===== src/rtl/gate_pkg.sv =====
// -----------------------------------------------------------------------------
// gate_pkg
// Shared constants and helpers for the AND-gate input conditioning path.
//   DEF_SYNC_STAGES     - default synchroniser depth per channel
//   DEF_DEBOUNCE_CYCLES - default number of cycles a new level must persist
//   cnt_width(n)        - width of a counter that must hold values 0..n
// -----------------------------------------------------------------------------
package gate_pkg;

    localparam int DEF_SYNC_STAGES     = 2;
    localparam int DEF_DEBOUNCE_CYCLES = 4;

    function automatic int cnt_width(input int n);
        return $clog2(n + 1);
    endfunction

endpackage : gate_pkg


===== src/rtl/debounce_ch.sv =====
// -----------------------------------------------------------------------------
// debounce_ch
// One conditioning channel: a synchroniser chain followed by a stability
// counter and the registered debounced output.
// Ports:
//   clk    in  1  clock, all state on rising edge
//   rst_n  in  1  asynchronous active-low reset
//   en     in  1  1 = counter/output advance, 0 = counter/output hold
//   raw    in  1  raw asynchronous input
//   out    out 1  debounced level (flop)
//   upd    out 1  high when out takes a new value on the coming edge
// -----------------------------------------------------------------------------
module debounce_ch
    import gate_pkg::*;
#(
    parameter int SYNC_STAGES     = DEF_SYNC_STAGES,
    parameter int DEBOUNCE_CYCLES = DEF_DEBOUNCE_CYCLES
) (
    input  logic clk,
    input  logic rst_n,
    input  logic en,
    input  logic raw,
    output logic out,
    output logic upd
);

    localparam int               CNT_W    = cnt_width(DEBOUNCE_CYCLES);
    localparam logic [CNT_W-1:0] CNT_LAST = CNT_W'(DEBOUNCE_CYCLES - 1);

    logic [SYNC_STAGES-1:0] sync_q;
    logic                   s;
    logic [CNT_W-1:0]       cnt;

    // The synchroniser keeps running while en is low so that the sampled
    // level is already current when debouncing resumes.
    always_ff @(posedge clk or negedge rst_n) begin
        if (!rst_n) begin
            sync_q <= '0;
        end else begin
            sync_q <= {sync_q[SYNC_STAGES-2:0], raw};
        end
    end

    assign s = sync_q[SYNC_STAGES-1];

    // Decision for the coming edge; only flop outputs leave the top level,
    // this term feeds the registered change strobe there.
    assign upd = en && (s != out) && (cnt == CNT_LAST);

    // Any return of s to the current output level restarts the count, so a
    // glitch shorter than DEBOUNCE_CYCLES never reaches out. With
    // DEBOUNCE_CYCLES == 1 CNT_LAST is 0 and out follows s one edge later.
    always_ff @(posedge clk or negedge rst_n) begin
        if (!rst_n) begin
            cnt <= '0;
            out <= 1'b0;
        end else if (en) begin
            if (s == out) begin
                cnt <= '0;
            end else if (cnt == CNT_LAST) begin
                out <= s;
                cnt <= '0;
            end else begin
                cnt <= cnt + 1'b1;
            end
        end
    end

endmodule : debounce_ch


===== src/rtl/and_input_debouncer.sv =====
// -----------------------------------------------------------------------------
// and_input_debouncer
// Conditions the two raw inputs of the AND gate: each is synchronised and
// debounced, and a single-cycle strobe marks every change of the clean pair.
// Ports:
//   clk    in  1  clock, all state on rising edge
//   rst_n  in  1  asynchronous active-low reset
//   en     in  1  1 = debouncing active, 0 = counters/outputs frozen
//   a_raw  in  1  raw input A (asynchronous)
//   b_raw  in  1  raw input B (asynchronous)
//   a_out  out 1  debounced A, registered
//   b_out  out 1  debounced B, registered
//   chg    out 1  one-cycle strobe, high in the cycle a_out/b_out change
//
// Handshake: chg is a valid-only strobe with no ready. In any cycle where chg
// is high, a_out/b_out already hold the new pair; the consumer must sample in
// that cycle. When both channels change on the same edge one pulse is issued.
// -----------------------------------------------------------------------------
module and_input_debouncer
    import gate_pkg::*;
#(
    parameter int SYNC_STAGES     = DEF_SYNC_STAGES,
    parameter int DEBOUNCE_CYCLES = DEF_DEBOUNCE_CYCLES
) (
    input  logic clk,
    input  logic rst_n,
    input  logic en,
    input  logic a_raw,
    input  logic b_raw,
    output logic a_out,
    output logic b_out,
    output logic chg
);

    if (SYNC_STAGES < 2 || DEBOUNCE_CYCLES < 1) begin : g_bad_params
        $error("and_input_debouncer: need SYNC_STAGES >= 2 and DEBOUNCE_CYCLES >= 1");
    end

    logic upd_a;
    logic upd_b;

    debounce_ch #(
        .SYNC_STAGES     (SYNC_STAGES),
        .DEBOUNCE_CYCLES (DEBOUNCE_CYCLES)
    ) u_ch_a (
        .clk   (clk),
        .rst_n (rst_n),
        .en    (en),
        .raw   (a_raw),
        .out   (a_out),
        .upd   (upd_a)
    );

    debounce_ch #(
        .SYNC_STAGES     (SYNC_STAGES),
        .DEBOUNCE_CYCLES (DEBOUNCE_CYCLES)
    ) u_ch_b (
        .clk   (clk),
        .rst_n (rst_n),
        .en    (en),
        .raw   (b_raw),
        .out   (b_out),
        .upd   (upd_b)
    );

    // Registered alongside the output flops so the strobe and the new pair
    // appear in the same cycle. upd_* already include en, so a frozen block
    // never strobes.
    always_ff @(posedge clk or negedge rst_n) begin
        if (!rst_n) begin
            chg <= 1'b0;
        end else begin
            chg <= upd_a | upd_b;
        end
    end

endmodule : and_input_debouncer


===== config.mk =====
export PLATFORM = sky130hd
export DESIGN_NAME = and_input_debouncer
export DESIGN_NICKNAME = d
export VERILOG_FILES = /design/src/rtl/gate_pkg.sv /design/src/rtl/debounce_ch.sv /design/src/rtl/and_input_debouncer.sv
export SDC_FILE = /design/constraint.sdc
export NUM_CORES = 1
export LEC_CHECK = 0
export ABC_CLOCK_PERIOD_IN_PS = 1500
export CORE_AREA = 4 4 41 43
export DETAILED_ROUTE_END_ITERATION = 10
export DIE_AREA = 0 0 45 47
export GPL_ROUTABILITY_DRIVEN = 0
export GPL_TIMING_DRIVEN = 0
export MAX_ROUTING_LAYER = met4
export PLACE_DENSITY_LB_ADDON = 0.12
export SYNTH_ARGS = -nofsm -noshare
export SYNTH_HDL_FRONTEND = slang
export SYNTH_SLANG_ARGS = --single-unit

===== constraint.sdc =====
create_clock -name clk -period 1.5 [get_ports clk]
set_clock_uncertainty 0.2 [all_clocks]
set_input_delay 0.3 -clock clk [delete_from_list [all_inputs] [get_ports clk]]
set_output_delay 0.3 -clock clk [all_outputs]
set_load 0.02 [all_outputs]

# --- Yosys cells after proc, flatten, opt, wreduce, memory -nomap -nowiden ---
# Index checks and enable logic that the tools add are counted.
totals:
  reg_bits: 13
  in_bits: 5
  out_inout_bits: 3
  elab_cells: 28
op_classes:
  n_addsub: 2
  eq_ne: 6
  muxes: 4
  bitwise_logic: 3
  n_reduce_logical: 6
op_table:
  columns: ["operator", "n"]
  rows:
  - ["2-to-1 mux 3 bit", 4]
  - ["adder 3 x 1 -> 3 bit, second input constant", 2]
  - ["== test 3 x 2 -> 1 bit, second input constant", 2]
  - ["AND reduction 3 bit", 2]
  - ["logical AND 1 bit", 4]
  - ["== test 1 bit", 2]
  - ["inequality test 1 bit", 2]
  - ["NOT 1 bit", 2]
  - ["bitwise OR 1 bit", 1]

# --- Depth between registers and ports, before layout ---
# Gate-level depths: netlist (run 1).
depth:
  ltp_word: 4
  mapped_depth: 3
  depth_no_buf: 3

# --- By module ---
# Synthesis (run 1) repeated with hierarchy kept, for this count alone.
unflattened:
  cells_unflattened: 44
  area_unflattened_um2: 549.3
by_module_without_submodules:
  columns: ["mod", "n_inst", "cells_each", "area_per_inst_um2", "seq_area_each_um2"]
  rows:
  - ["debounce_ch", 2, 21, 259.0, 150.1]
  - ["and_input_debouncer", 1, 2, 31.3, 25.0]

# --- Worst setup path before layout (run 1) ---
# OpenSTA, ideal clock, no wires.
synth_timing:
  kind: "register to register"
  from: "register u_ch_b.cnt[0]"
  to: "register u_ch_b.out"
  setup_ns: 0.125
  arrival_time_ns: 0.996
  t_required_ns: 1.175
  path_slack_ns: 0.179
  stages_incl_launch_ff: 4
  path_buffers: 0
  period_less_slack_ns: 1.321
  cell_sequence: "dfrtp_1 -> ha_1 -> nand3b_1 -> mux2_2"
synth_between:
  elab_chain_len: 2
synth_lines:
  columns: ["element", "line_no", "text"]
  rows:
  - ["start, declared", "debounce_ch.sv:32", "logic [CNT_W-1:0] cnt;"]
  - ["start signal, assigned", "debounce_ch.sv:64", "cnt <= cnt + 1'b1;"]
  - ["== test 3 x 2 -> 1 bit", "debounce_ch.sv:60", "end else if (cnt == CNT_LAST) begin"]
  - ["AND reduction 3 bit (no source line)", null, null]
  - ["end signal, assigned", "debounce_ch.sv:61", "out <= s;"]
  - ["end, declared", "debounce_ch.sv:23", "output logic out,"]
# No other way between the ends.
# A chain may end at the register's enable or synchronous reset.

# --- Worst setup path in the final report (run 1) ---
layout_timing:
  from: "register chg"
  to: "output chg"
layout_lines:
  columns: ["element", "line_no", "text"]
  rows:
  - ["start, declared", "and_input_debouncer.sv:32", "output logic chg"]
  - ["start signal, assigned", "and_input_debouncer.sv:73", "chg <= upd_a | upd_b;"]
# No word-level cell between the ends.

==> summary.md, run 1 <==
| Metric | Value |
|---|---|
| Ant diodes | 0 |
| #FFs+latches synth | 13 |
| Worst vdd ir | 0.763 mV |
| # H-tree levels | 1 |
| DP Wirelength | 733 um |
| Via Count | 348 |
| Worst path slowest cell | dfrtp_1 |
| CP arrival | 0.95 ns |
| Top cell family by delay on the critical path | flip-flops |
| # port buffers | 7 |
| Initial Util | 41.3% |
| M3 GR Usage | 4.98% |
| Worst path bufs/invs | 1 |
| Number of global-route vias before repair | 401 |
| Synth area leader | dfrtp_1 |
| Syn_nets | 50 |
| Top cell type's share of synthesized area | 60.6% |
| CTS Sinks | 13 |
| Via/cell ratio | 5.04 |
| Worst-path clk slew | 0.08 ns |
| Die W | 45 um |
| Post-route cell area | 641 um^2 |
| LEAKAGE | 0.292 nW |
| Top cells by area, synth | dfrtp_1 61%, nand2b_1 5.8%, ha_1 4.7% |
| Hold Crit Class | flop to flop |
| # rows | 13 |
| First-pass GRT wire length | 1680 um |
| Crit Path Class | flop to output port |
| Final ANT Viol Nets | 0 |
| Synth cell types | 15 |
| Final period util | 96.9% |
| All-Layer GR Usage | 11.9% |
| Slew headroom | 63.5% |
| Final Hold Viols | 0 |
| Setup_tns | 0 ns |
| Initial antenna violation count | 0 |
| Worst-Skew Late Latency | 0.27 ns |
| GRT overflow | 0 |
| Share of layout cells above drive strength 1 | 14.8% |
| Fin. max-slew vios | 0 |
| Worst-path cell chain | dlygate4sd2_1 |
| Max-cap violations | 0 |
| Root Buffer | clkbuf_4 |
| Synthesized cell area | 537 um^2 |
| WL/cell | 13.3 um |
| Mapped Cells | 43 |
| Largest net degree at the start of global routing | 14 |
| Ys Warns | 0 |
| DR pass1 iterations | 2 |
| PD cells | 1770 nW/um^2 |
| Core Region | 1300 um^2 |
| Avg Cell Area, Syn | 12.5 um^2 |
| Die Ht | 47 um |
| Number of buffers created by CTS | 3 |
| Min Tclk post-route | 1.45 ns |
| Register area share after synthesis | 60.6% |
| Register area | 325 um^2 |
| Multi-input gate area | 189 um^2 |
| RSZ-0062 raised after global routing | false |
| DIE AREA | 2120 um^2 |
| Status | finished, final reports clean |
| Met2 usage in global routing | 19.5% |
| Final wirelength | 920 um |
| CP endpoint kind | output port |
| Ports | 8 |
| Initial DRC Count | 1 |
| Worst-Margin Slew | 0.546 ns |
| Placed cell areas | 626 um^2 |
| Max incr delay on CP | 0.37 ns |
| Commonest non-fill, non-tap cell in the layout | dfrtp_1 |
| Fill cell count | 128 |
| GRT busiest layer | met2 |
| Maximum clock insertion buffer count | 2 |
| F_max | 688 MHz |
| Met1 Usage GRT | 12.0% |
| Crit Path Max Fanout | 1 |
| CP Data Required Time | 1.00 ns |
| Layout overhead on the synthesized area | 19.3% |
| Final routed DRC violation total | 0 |
| Final setup viols | 0 |
| CTS tree | done |
| Commonest cells after routing, fill and taps aside | 13 x dfrtp_1, 5 x nand2b_1, 4 x o22ai_1, 4 x inv_1, 4 x clkdlybuf4s50_1 |
| Fin nets | 62 |
| Worst Setup Start Kind | flop |
==> area by class of cell <==
class                           count  share of cell area (%)
Sequential cell                    13                    50.8
Multi-Input combinational cell     25                    29.5
Timing Repair Buffer                7                    9.18
Clock buffer                        4                    4.10
Tap cell                           15                    2.93
Inverter                            4                    2.34
Buffer                              1                    1.17
==> stage by stage <==
stage	power (W)	util, %	hold WS (ns)	instances	setup WS, ns
2_1_floorplan	0.000811	-	-0.196	43	0.179
3_3_place_gp	0.000917	48.1	0.141	65	-0.0605
3_5_place_dp	0.000972	48.1	0.144	65	-0.0835
4_1_cts	0.00117	50.0	0.161	69	0.0154
5_1_grt	0.00123	49.2	0.172	69	0.0122
6_report	0.00114	49.2	0.161	69	0.0469
==> path summary, 6_finish.rpt <==
path                                        from               end  slack [ns]  cells past startpoint
max in group asynchronous                  rst_n        u_ch_b.out        0.55                      1
worst min register to register  u_ch_b.sync_q[0]  u_ch_b.sync_q[1]        0.16                      0
worst max-delay path                         chg               chg        0.05                      1
worst max register to register     u_ch_b.cnt[0]        u_ch_b.out        0.07                      3
worst min-delay path            u_ch_b.sync_q[0]  u_ch_b.sync_q[1]        0.16                      0
min in group asynchronous                  rst_n     u_ch_a.cnt[1]        0.18                      1
==> where the power goes <==
group / internal (W) / leakage (nW) / switching (W)
Sequential: 0.000464 / 0.165 / 0.0000867
Clock: 0.000103 / 0.0150 / 0.000104
Combinational: 0.000187 / 0.112 / 0.000193
Total: 0.000754 / 0.292 / 0.000383
==> what timing repair did <==
action | in CTS | in global routing
setup buffers | 0 | 0
gates resized for setup | 5 | 2
endpoints found under the hold margin | 0 | 0
gates cloned | 0 | 0
setup endpoints to repair | 3 | 2
hold buffers | 0 | 0
==> logic make-up (layout without fill, tap and decap cells) <==
kind of cell	count (synthesis)	in the layout	share of synthesized area [%]
fa+ha+maj	2	2	4.66
compound gates	7	7	9.09
buf+inv	5	16	4.20
mux	2	2	4.20
xor+xnor	2	2	3.26
flops	13	13	60.6
simple gates	12	12	14.0
==> synthesized netlist by cell type <==
cell      count
nand2b_1      5
ha_1          2
mux2_2        2
nor2b_1       1
inv_1         4
nand2_1       2
dfrtp_1      13
o22ai_1       4
o31ai_1       2
xnor2_1       2
or2b_1        1
buf_4         1
and2b_1       1
o32ai_1       1
nand3b_1      2
==> sequential cells by signal, indices dropped and copies added, names as in the netlist <==
register	count
chg	1
u_ch_a.cnt	3
u_ch_a.out	1
u_ch_a.sync_q	2
u_ch_b.cnt	3
u_ch_b.out	1
u_ch_b.sync_q	2
==> metal layers <==
metal	wire length [um]	vias to the layer above
li1	-	169
met1	368	172
met5	0	-
met4	2	0
met2	509	5
met3	40	2
Note: power is estimated with default switching activity, not from simulation.
==> run 2: changes to the inputs <==
- ABC_AREA: unset -> 1
==> summary.md, run 2 <==
| Metric | Value |
|---|---|
| Status | finished, final reports clean |
| First-pass GRT wire length | 1570 um |
| Avg Cell Area, Syn | 9.54 um^2 |
| CTS tree | done |
| Most frequent cells after synthesis | 19 x nand2_1, 13 x dfrtp_1, 10 x inv_1 |
| Worst Setup Start Kind | flop |
| Largest net degree at the start of global routing | 14 |
| Post-route cell area | 676 um^2 |
| Worst-Margin Slew | 0.575 ns |
| Ant diodes | 0 |
| # port buffers | 6 |
| Layout overhead on the synthesized area | 16.1% |
| Initial antenna violation count | 0 |
| Die Ht | 47 um |
| R2r setup slk | 0.24 ns |
| Multi-input gate area | 211 um^2 |
| Register area share after synthesis | 55.9% |
| F_max | 698 MHz |
| Hold Crit Class | input pin to flop |
| Worst path slowest cell | dfrtp_1 |
| Die W | 45 um |
| Setup_tns | 0 ns |
| Initial Util | 44.7% |
| Core Region | 1300 um^2 |
| Final Hold Viols | 0 |
| Via Count | 399 |
| Top-count cell post-synth | nand2_1 |
| Mapped Cells | 61 |
| WHS | 0.0968 ns |
| # H-tree levels | 1 |
| Placed cell areas | 661 um^2 |
| PD cells | 1560 nW/um^2 |
| GRT overflow | 0 |
| CTS Sinks | 13 |
| RSZ-0062 raised after global routing | false |
| Final setup margin | 0.0667 ns |
| Worst path bufs/invs | 1 |
| Slew headroom | 61.6% |
| Worst vdd ir | 0.686 mV |
| M3 GR Usage | 4.60% |
| Worst-path clk slew | 0.08 ns |
| CP Data Required Time | 1.00 ns |
| Max incr delay on CP | 0.36 ns |
| Maximum clock insertion buffer count | 2 |
| Top cell type's share of synthesized area | 55.9% |
| Final setup viols | 0 |
| DR pass1 iterations | 2 |
| LEAKAGE | 0.359 nW |
| Synth area leader | dfrtp_1 |
| Initial DRC Count | 3 |
| Final core utilization | 51.9% |
| Met2 usage in global routing | 13.8% |
| Worst-path cell chain | dlygate4sd2_1 |
| Post-CTS sizing | 5 |
| Top cells by area, synth | dfrtp_1 56%, nand2_1 12%, inv_1 6.5% |
| Top cell family by delay on the critical path | flip-flops |
| Syn_nets | 68 |
| WL/cell | 9.94 um |
| Number of global-route vias before repair | 348 |
| Hold_buf cts | 0 |
| Commonest cells after routing, fill and taps aside | 19 x nand2_1, 13 x dfrtp_1, 10 x inv_1 |
| All-Layer GR Usage | 11.1% |
| Share of layout cells above drive strength 1 | 23.9% |
| DIE AREA | 2120 um^2 |
| #FFs+latches synth | 13 |
| Final ANT Viol Nets | 0 |
| Final routed DRC violation total | 0 |
| Post-synth top flop | dfrtp_1 |
| Number of synthesized flops with an enable pin | 0 |
| CP arrival | 0.93 ns |
| Fin. max-slew vios | 0 |
| DP Wirelength | 655 um |
| Ys Warns | 0 |
| Fill cell count | 127 |
| Met1 Usage GRT | 15.3% |
| Min Tclk post-route | 1.43 ns |
| Crit Path Class | flop to output port |
| Final wirelength | 855 um |
| # rows | 13 |
| Final period util | 95.6% |
| Commonest non-fill, non-tap cell in the layout | nand2_1 |
| Largest regs | u_ch_a.cnt x3, u_ch_b.cnt x3 |
| Ports | 8 |
| Via/cell ratio | 4.64 |
| Number of buffers created by CTS | 3 |
| Worst-Skew Late Latency | 0.27 ns |
| CP endpoint kind | output port |
| Synth cell types | 14 |
| FFs w/ async S/R, synth | 100% |
| Root Buffer | clkbuf_4 |
| GRT busiest layer | met1 |
| Postcts setup bufs | 0 |
| Max-cap violations | 0 |
| Worst slack, placed | 0.0148 ns |
| Register area | 325 um^2 |
| Crit Path Max Fanout | 1 |
| Fin nets | 79 |
| Synthesized cell area | 582 um^2 |
## run 2: changes by cell type after synthesis, sizes merged, moves of 3 or more
cell / previous run / this run
nand2: 2 / 22
inv: 4 / 10
nand2b: 5 / 0
nand3: 0 / 4
o22ai: 4 / 0
nor2: 0 / 3
## run 2: power by group
part           leakage (nW)  total [W]  switching [W]  internal, W
Sequential            0.166   0.000495      0.0000606     0.000434
Clock                0.0150   0.000208       0.000105     0.000103
Combinational         0.178   0.000350       0.000219     0.000131
Total                 0.359    0.00105       0.000384     0.000669
## run 2: kinds of logic (layout without fill, tap and decap cells)
| kind of cell | after synthesis | in the layout | share of synthesized area, % |
|---|---|---|---|
| AND/OR/NAND/NOR | 31 | 31 | 25.6 |
| flip-flops | 13 | 13 | 55.9 |
| buffers and inverters | 11 | 21 | 7.74 |
| adder cells (fa/ha/maj) | 2 | 2 | 4.30 |
| AO/OA/AOI/OAI | 4 | 4 | 6.45 |
## run 2: final timing paths
check	startpoint	end	cells past startpoint
min	en	u_ch_b.cnt[2]	2
max	chg	chg	1
min reg2reg	u_ch_b.sync_q[0]	u_ch_b.sync_q[1]	0
min in group asynchronous	rst_n	u_ch_a.cnt[0]	1
max reg2reg	u_ch_b.cnt[0]	u_ch_b.cnt[1]	6
max in group asynchronous	rst_n	u_ch_b.out	1
## run 2: stage by stage
step / total power [W] / std cells
after floorplan: 0.000766 / 61
final: 0.00105 / 86
after CTS: 0.00109 / 86
after global placement: 0.000879 / 82
after global routing: 0.00116 / 86
after detailed placement: 0.000887 / 82
## run 2: per-layer routing
layer / part of all wire, % / routed length, um
met1: 48 / 413
met2: 43 / 371
met3: 7.0 / 60
met4: 1.2 / 10
met5: 0 / 0
## run 2: final cells by class
cell class,count,share of cell area (%)
Buffer,1,1.11
Clock buffer,4,3.89
Inverter,10,5.56
Multi-Input combinational cell,37,31.3
Sequential cell,13,48.1
Tap cell,15,2.78
Timing Repair Buffer,6,7.22
==> run 3: changes to the inputs <==
- ABC_CLOCK_PERIOD_IN_PS: 1500 -> 1240
- clock period: 1.5 -> 1.24 ns (I/O delays scaled with it)
==> summary.md, run 3 (same netlist as run 2, synthesis figures left out) <==
| Metric | Value |
|---|---|
| Worst-Margin Slew | 0.577 ns |
| Top cell family by delay on the critical path | flip-flops |
| Initial DRC Count | 4 |
| Placed Cells | 82 |
| RSZ-0062 raised after global routing | true |
| Largest regs | u_ch_a.cnt x3, u_ch_b.cnt x3 |
| Initial Util | 44.7% |
| Failing checks | setup timing |
| Die W | 45 um |
| DR pass1 iterations | 2 |
| Clock share of power | 17.8% |
| Via/cell ratio | 4.54 |
| Worst vdd ir | 0.847 mV |
| Final core utilization | 55.7% |
| Worst path bufs/invs | 1 |
| Hold Crit Class | input pin to flop |
| # H-tree levels | 1 |
| Largest net degree at the start of global routing | 14 |
| Ports | 8 |
| Min Tclk post-route | 1.27 ns |
| CTS Sinks | 13 |
| Worst-Skew Late Latency | 0.27 ns |
| Number of global-route vias before repair | 357 |
| Commonest cells after routing, fill and taps aside | 17 x nand2_1, 13 x dfrtp_1, 7 x inv_1 |
| Internal | 0.000907 W |
| Switching power | 0.000512 W |
| Share of layout cells above drive strength 1 | 36.5% |
| Finished Layout Cells | 89 |
| Crit Path Class | flop to output port |
| Via Count | 404 |
| Hold_buf cts | 0 |
| # rows | 13 |
| Final Hold Viols | 0 |
| CP Data Required Time | 0.79 ns |
| Max-cap violations | 0 |
| Final wirelength | 927 um |
| Fin nets | 82 |
| Final setup margin | -0.0305 ns |
| DP Wirelength | 655 um |
| Final routed DRC violation total | 0 |
| Post-route cell area | 724 um^2 |
| Sequential power share | 42.0% |
| First-pass GRT wire length | 1590 um |
| Final period util | 102% |
| GRT overflow | 0 |
| Status | finished with violations |
| CP endpoint kind | output port |
| Ant diodes | 0 |
| All-Layer GR Usage | 11.3% |
| Combinational power share | 40.1% |
| CP arrival | 0.82 ns |
| Root Buffer | clkbuf_4 |
| Switching share of power | 36.1% |
| Layout overhead on the synthesized area | 24.5% |
| Placed cell areas | 661 um^2 |
| WL/cell | 10.4 um |
| Maximum clock insertion buffer count | 2 |
| Core Region | 1300 um^2 |
| DIE AREA | 2120 um^2 |
| Worst Setup Start Kind | flop |
| Worst path slowest cell | dfrtp_1 |
| Max incr delay on CP | 0.41 ns |
| F_max | 787 MHz |
| Die Ht | 47 um |
| PD cells | 1960 nW/um^2 |
| Commonest non-fill, non-tap cell in the layout | nand2_1 |
| Number of buffers created by CTS | 3 |
| Slew headroom | 61.4% |
| Final setup viols | 2 |
| LEAKAGE | 0.374 nW |
| Crit Path Max Fanout | 4 |
| CTS tree | done |
| Initial antenna violation count | 0 |
| Final ANT Viol Nets | 0 |
| Worst-path clk slew | 0.08 ns |
| Fin. max-slew vios | 0 |
| Worst-path cell chain | buf_6 |
| # port buffers | 6 |
-- run 3: power groups by stage --
stage,clock network [W],registers [W],logic [W]
after global routing,0.000281,0.000615,0.000649
after CTS,0.000267,0.000600,0.000482
after global placement,0,0.000607,0.000456
final,0.000253,0.000596,0.000569
after detailed placement,0,0.000609,0.000464
after floorplan,0,0.000640,0.000287
-- run 3: repair_timing --
action	4_1_cts	5_1_grt
gates resized for setup	17	7
endpoints found under the setup margin	7	8
buffers inserted	1	2
pin swaps	0	2
-- run 3: area by class of cell --
type	instances	area, um^2
fillers	130	577
flip-flops and latches	13	325
multi-input cells	37	229
repair buffers	9	80.1
inverters	10	37.5
clock buffers	4	26.3
well taps	15	18.8
plain buffers	1	7.51
-- run 3: per-layer routing --
layer	vias up	routed length [um]	track usage, %
met3	2	53	4.60
met2	9	436	15.0
met4	0	8	5.26
met5	-	0	-
li1	213	-	-
met1	180	427	14.8
-- run 3: metrics by stage --
step           setup TNS, ns  setup WS [ns]  hold slack (ns)  total power (W)
3_5_place_dp          -0.864         -0.193            0.135          0.00107
5_1_grt               -0.260        -0.0815           0.0517          0.00155
2_1_floorplan              0         0.0704           -0.248         0.000927
6_report             -0.0575        -0.0305           0.0440          0.00142
3_3_place_gp          -0.798         -0.187            0.133          0.00106
4_1_cts               -0.106        -0.0618           0.0376          0.00135
-- run 3: final timing paths --
path / slack (ns) / start / to / depth (start not counted)
max in group asynchronous: 0.32 / rst_n / u_ch_b.out / 1
worst min-delay path: 0.04 / en / u_ch_b.cnt[2] / 2
worst min register to register: 0.15 / u_ch_b.sync_q[0] / u_ch_b.sync_q[1] / 0
min in group asynchronous: 0.14 / rst_n / u_ch_a.cnt[0] / 1
worst max register to register: 0.01 / u_ch_b.cnt[0] / u_ch_b.out / 6
worst max-delay path: -0.03 / u_ch_a.out / a_out / 1
